## config.mk

```make
export PLATFORM = sky130hd
export DESIGN_NAME = ooo_completion_buffer
export DESIGN_NICKNAME = d
export VERILOG_FILES = /design/src/rtl/ooo_completion_buffer.sv
export SDC_FILE = /design/constraint.sdc
export NUM_CORES = 2
export LEC_CHECK = 0
export ABC_AREA = 1
export CAP_MARGIN = 20
export CORE_MARGIN = 10
export CORE_UTILIZATION = 36
export CTS_BUF_LIST = sky130_fd_sc_hd__clkbuf_16
export CTS_CLUSTER_SIZE = 8
export DETAILED_ROUTE_END_ITERATION = 8
export GPL_ROUTABILITY_DRIVEN = 0
export PLACE_DENSITY_LB_ADDON = 0.15
export SKIP_LAST_GASP = 1
export SLEW_MARGIN = 20
export SYNTH_ARGS = -nofsm -noshare
export SYNTH_HDL_FRONTEND = slang
export SYNTH_SLANG_ARGS = --single-unit
```

## constraint.sdc

```tcl
create_clock -name CLK -period 18.2 [get_ports CLK]
set_input_delay 3.64 -clock CLK [delete_from_list [all_inputs] [get_ports CLK]]
set_output_delay 3.64 -clock CLK [all_outputs]
set_load 0.01 [all_outputs]
```

## src/rtl/ooo_completion_buffer.sv

```systemverilog
// Out-of-order completion buffer: in-order allocate and retire, out-of-order writeback
// from four execution ports, with a one-cycle flush on a mispredict or exception retire.
module ooo_completion_buffer #(
    parameter int DEPTH = 8,
    parameter int IDX_W = $clog2(DEPTH)
) (
    input  logic             CLK,
    input  logic             RST,
    input  logic             alloc_req,
    input  logic [4:0]       alloc_vd,
    input  logic             alloc_wen,
    output logic             alloc_ack,
    output logic [IDX_W-1:0] alloc_index,
    output logic             full,
    output logic             empty,
    input  logic             ready_a,
    input  logic [IDX_W-1:0] index_a,
    input  logic [31:0]      wdata_a,
    input  logic             exception_a,
    input  logic             wen_a,
    input  logic             branch_mispredict,
    input  logic             ready_mu,
    input  logic [IDX_W-1:0] index_mu,
    input  logic [31:0]      wdata_mu,
    input  logic             exception_mu,
    input  logic             ready_du,
    input  logic [IDX_W-1:0] index_du,
    input  logic [31:0]      wdata_du,
    input  logic             exception_du,
    input  logic             ready_ls,
    input  logic [IDX_W-1:0] index_ls,
    input  logic [31:0]      wdata_ls,
    input  logic             exception_ls,
    input  logic             retire_stall,
    output logic             rf_wen,
    output logic [4:0]       rf_rd,
    output logic [31:0]      rf_wdata,
    output logic             retire_valid,
    output logic             flush,
    output logic             exception,
    output logic [31:0]      redirect_pc
);

    typedef enum logic [0:0] {RUN = 1'b0, FLUSH = 1'b1} state_t;

    state_t           state_r;
    logic [DEPTH-1:0] valid_r;
    logic [DEPTH-1:0] ready_r;
    logic [DEPTH-1:0] exc_r;
    logic [DEPTH-1:0] mispred_r;
    logic [DEPTH-1:0] wen_r;
    logic [4:0]       vd_r   [DEPTH];
    logic [31:0]      data_r [DEPTH];
    logic [IDX_W-1:0] head_r;
    logic [IDX_W-1:0] tail_r;
    logic [IDX_W:0]   count_r;

    logic retire_s;
    logic flush_retire_s;
    logic normal_retire_s;

    assign retire_s        = (state_r == RUN) && valid_r[head_r] && ready_r[head_r] && !retire_stall;
    assign flush_retire_s  = retire_s && (exc_r[head_r] || mispred_r[head_r]);
    assign normal_retire_s = retire_s && !flush_retire_s;

    assign full        = (count_r == (IDX_W+1)'(DEPTH));
    assign empty       = (count_r == (IDX_W+1)'(0));
    assign alloc_index = tail_r;
    assign alloc_ack   = alloc_req && !full && (state_r == RUN) && !flush_retire_s;

    // Entry storage, pointers, run/flush state and registered retire outputs.
    always_ff @(posedge CLK or posedge RST) begin
        if (RST) begin
            state_r      <= RUN;
            valid_r      <= {DEPTH{1'b0}};
            ready_r      <= {DEPTH{1'b0}};
            exc_r        <= {DEPTH{1'b0}};
            mispred_r    <= {DEPTH{1'b0}};
            wen_r        <= {DEPTH{1'b0}};
            for (int i = 0; i < DEPTH; i++) begin
                vd_r[i]   <= 5'd0;
                data_r[i] <= 32'd0;
            end
            head_r       <= {IDX_W{1'b0}};
            tail_r       <= {IDX_W{1'b0}};
            count_r      <= {(IDX_W+1){1'b0}};
            rf_wen       <= 1'b0;
            rf_rd        <= 5'd0;
            rf_wdata     <= 32'd0;
            retire_valid <= 1'b0;
            flush        <= 1'b0;
            exception    <= 1'b0;
            redirect_pc  <= 32'd0;
        end else begin
            retire_valid <= retire_s;
            flush        <= flush_retire_s;
            exception    <= retire_s && exc_r[head_r];
            rf_wen       <= normal_retire_s && wen_r[head_r] && (vd_r[head_r] != 5'd0);
            if (normal_retire_s) begin
                rf_rd    <= vd_r[head_r];
                rf_wdata <= data_r[head_r];
            end
            if (flush_retire_s) begin
                redirect_pc <= data_r[head_r];
            end

            case (state_r)
                RUN: begin
                    if (flush_retire_s) begin
                        valid_r <= {DEPTH{1'b0}};
                        head_r  <= {IDX_W{1'b0}};
                        tail_r  <= {IDX_W{1'b0}};
                        count_r <= {(IDX_W+1){1'b0}};
                        state_r <= FLUSH;
                    end else begin
                        // Later assignments win, giving ls > du > mu > a on a shared index.
                        for (int i = 0; i < DEPTH; i++) begin
                            if (ready_a && valid_r[i] && (index_a == IDX_W'(i))) begin
                                ready_r[i]   <= 1'b1;
                                data_r[i]    <= wdata_a;
                                exc_r[i]     <= exception_a;
                                mispred_r[i] <= branch_mispredict;
                                wen_r[i]     <= wen_r[i] & wen_a;
                            end
                            if (ready_mu && valid_r[i] && (index_mu == IDX_W'(i))) begin
                                ready_r[i] <= 1'b1;
                                data_r[i]  <= wdata_mu;
                                exc_r[i]   <= exception_mu;
                            end
                            if (ready_du && valid_r[i] && (index_du == IDX_W'(i))) begin
                                ready_r[i] <= 1'b1;
                                data_r[i]  <= wdata_du;
                                exc_r[i]   <= exception_du;
                            end
                            if (ready_ls && valid_r[i] && (index_ls == IDX_W'(i))) begin
                                ready_r[i] <= 1'b1;
                                data_r[i]  <= wdata_ls;
                                exc_r[i]   <= exception_ls;
                            end
                        end
                        if (normal_retire_s) begin
                            valid_r[head_r] <= 1'b0;
                            ready_r[head_r] <= 1'b0;
                            head_r          <= head_r + IDX_W'(1);
                        end
                        if (alloc_ack) begin
                            valid_r[tail_r]   <= 1'b1;
                            ready_r[tail_r]   <= 1'b0;
                            exc_r[tail_r]     <= 1'b0;
                            mispred_r[tail_r] <= 1'b0;
                            wen_r[tail_r]     <= alloc_wen;
                            vd_r[tail_r]      <= alloc_vd;
                            tail_r            <= tail_r + IDX_W'(1);
                        end
                        if (alloc_ack && !normal_retire_s) begin
                            count_r <= count_r + (IDX_W+1)'(1);
                        end else if (normal_retire_s && !alloc_ack) begin
                            count_r <= count_r - (IDX_W+1)'(1);
                        end else begin
                            count_r <= count_r;
                        end
                    end
                end
                FLUSH: begin
                    state_r <= RUN;
                end
                default: begin
                    state_r <= RUN;
                end
            endcase
        end
    end

endmodule

```

==> impl_metrics.json <==
{
  "run_status": "completed",
  "routed_wl_um": 127000,
  "startpoint": "retire_stall",
  "drive_gt1_frac": 0.0514,
  "cts_tree": "yes",
  "core_area_um2": 75900,
  "cts_root_buf": "clkbuf_16",
  "path_max_fanout": 25,
  "rr_endpoint": "data_r[250]",
  "setup-tns-final_ns": 0,
  "cap_violations": 0,
  "gr-total-overflow": 0,
  "ys_types": 37,
  "crit_end": "alloc_ack",
  "max_stage_delay_ns": 0.49,
  "io_buffers": 238,
  "wl_per_cell_um": 24.1,
  "rrSetupSlack_ns": 13.54,
  "slowest_stage": "clkdlybuf4s50_1",
  "cp.required_ns": 14.56,
  "startpoint_type": "input port",
  "synth_area_per_cell_um2": 6.57,
  "critical_path_buf_inv_count": 3,
  "max_freq_ghz": 0.106,
  "ios": 239,
  "die_area_um2": 88200,
  "viasPerCell": 5.68,
  "post_cts_resized": 0,
  "worstMarginPinSlew_ns": 1.16,
  "grt_pass1_vias": 27701,
  "num_vias": 29993,
  "synth_top_area_cell": "dfrtp_1",
  "area_growth_pct": 16.0,
  "fin_crit_sh": 0.521,
  "slew_headroom": 0.225,
  "n_fill_cell": 8013,
  "fin_area_um2": 32000,
  "path_delay_family": "simple AND/OR/NAND/NOR gates",
  "yosys_warnings": 0,
  "dpl_cell_area_um2": 30400,
  "synth_nets": 4366,
  "post_cts.repair.setup_buffers": 0,
  "maxSlewViolCount": 0,
  "ir_drop_uv": 137,
  "synthTopCellsByArea": "dfrtp_1 (38%), nand2_1 (23%), o21ai_0 (6.8%)",
  "numCtsBuffers": 59,
  "die_h_um": 297,
  "setup_viol": 0,
  "leakagePower_uw": 0.0152,
  "worstSetupPathType": "in2out",
  "synth_edf_count": 0,
  "num_rows": 101,
  "clock-sinks": 420,
  "yosys-top-cells-count": "nand2_1 (1,681), dfrtp_1 (420), o21ai_0 (375), nor2_1 (304), nand3_1 (291)",
  "grt_first_pass_wirelength_um": 187000,
  "final-hold-violation-count": 0,
  "rr_startpoint": "head_r[0]",
  "synth-async-reset-ratio": 1.00,
  "clk_pin_slew_worst_paths_ns": 0.05,
  "fin_skew_ns": 0.0274,
  "pwr_density_cell_nw_per_um2": 143,
  "r2r_cells": 13,
  "grt_max_degree": 104,
  "timing.critical_path.cells": "clkdlybuf4s50_1 > nor2_1 > nand2_1 > nor2_1 > nand2_1 > nor2_8 > nand2_8 > nand2_2 > inv_1 > clkdlybuf4s50_1",
  "rsz0062_at_grt": "false",
  "antenna_found_initial": 12,
  "finalCriticalPeriod_ns": 9.48,
  "grt_usage": 0.276,
  "worstPathArrival_ns": 5.84,
  "final_net_count": 4395,
  "syn_area_um2": 27600,
  "drc_errors": 0,
  "hp-class": "reg2reg",
  "firstDrtPassIters": 6,
  "ant_nets": 0,
  "clockBufferDepth": 3,
  "drt_iter0_markers": 3339,
  "synth_cells": 4201,
  "holdBufCountCts": 0,
  "worst_setup_path_end_kind": "output pin",
  "synth_seq_cells": 420,
  "die_w_um": 297,
  "insertion_delay_ns": 0.65,
  "start_util": 0.364,
  "synth_top_area_share": 0.381,
  "cp.depth": 10,
  "yosysSeqAreaShare": 0.381,
  "synth_most_common_cell": "nand2_1",
  "dpl.hpwl_um": 73000,
  "h-tree-depth": 2,
  "synth_flop_cell": "dfrtp_1"
}
## through the flow
| step | setup slack (ns) | util | hold WS (ns) | std cells | total power, µW |
|---|---|---|---|---|---|
| 2_1_floorplan | 2.87 | - | 0.444 | 4201 | 2800 |
| 3_3_place_gp | 8.68 | 0.401 | 0.457 | 5199 | 3540 |
| 3_5_place_dp | 8.69 | 0.401 | 0.460 | 5199 | 3560 |
| 4_1_cts | 8.69 | 0.421 | 0.475 | 5270 | 4590 |
| 5_1_grt | 8.53 | 0.422 | 0.491 | 5274 | 4900 |
| 6_report | 8.72 | 0.422 | 0.471 | 5276 | 4590 |
## power breakdown
part / switching, µW / internal (µW) / leakage (µW)
Sequential: 249 / 1340 / 0.00530
Clock: 437 / 575 / 0.000784
Combinational: 1340 / 641 / 0.00907
Total: 2030 / 2560 / 0.0152
## worst min-delay path, delay by kind of cell (launching register included)
family | cells | cell delay (ns)
flip-flops | 1 | 0.33
AND/OR/NAND/NOR | 2 | 0.10
## flip-flops by register name, indices dropped and copies added, names as in the netlist
signal / count
exc_r: 8
valid_r: 8
rf_wen: 1
exception: 1
head_r: 3
rf_rd: 5
alloc_index: 3
rf_wdata: 32
data_r: 256
redirect_pc: 32
state_r: 1
retire_valid: 1
mispred_r: 8
count_r: 4
flush: 1
vd_r: 40
wen_r: 8
ready_r: 8
## layout by cell type (no fill, tap or decap), types with 35 or more instances in the layout
| cell type | instances |
|---|---|
| a31oi_1 | 125 |
| nand3_1 | 278 |
| nand2_1 | 1681 |
| clkdlybuf4s50_1 | 238 |
| clkbuf_16 | 60 |
| a21oi_1 | 48 |
| buf_4 | 61 |
| o21ai_1 | 35 |
| dfrtp_1 | 419 |
| o211ai_1 | 229 |
| nor2_1 | 300 |
| o21ai_0 | 375 |
| inv_1 | 203 |
## worst min-delay path by stage
stage | start | to | slack (ns) | cells after the start
2_1_floorplan | data_r[126] | data_r[126] | 0.44 | 2
5_1_grt | data_r[230] | data_r[230] | 0.49 | 2
4_1_cts | vd_r[26] | vd_r[26] | 0.47 | 2
6_report | vd_r[9] | vd_r[9] | 0.47 | 2
3_3_place_gp | vd_r[26] | vd_r[26] | 0.46 | 2
3_5_place_dp | data_r[36] | data_r[36] | 0.46 | 2
## logic make-up after synthesis
logic type               Yosys count  share of synthesized area
XOR/XNOR                           4                    0.00127
flip-flops                       420                      0.381
AO/OA/AOI/OAI                    853                      0.186
buffers and inverters            548                     0.0808
AND/OR/NAND/NOR                 2371                      0.349
adder cells (fa/ha/maj)            5                    0.00254
## layout make-up
type / instances / area [µm²] / share of cell area
Timing Repair Buffer: 299 / 2840 / 0.0887
Multi-Input combinational cell: 3233 / 15000 / 0.468
Antenna cell: 6 / 15.0 / 0.000469
Clock buffer: 60 / 1500 / 0.0469
Sequential cell: 420 / 10500 / 0.328
Inverter: 217 / 830 / 0.0259
Tap cell: 1030 / 1290 / 0.0402
Clock inverter: 11 / 58.8 / 0.00184
## per-layer routing
layer | up-vias | global-route usage | wire, µm
met5 | - | 0 | 89
met4 | 12 | 0.101 | 4760
met1 | 14090 | 0.368 | 52800
met2 | 1694 | 0.432 | 55800
li1 | 13892 | - | -
met3 | 305 | 0.0645 | 13900
Power figures use the tool's default switching activity.
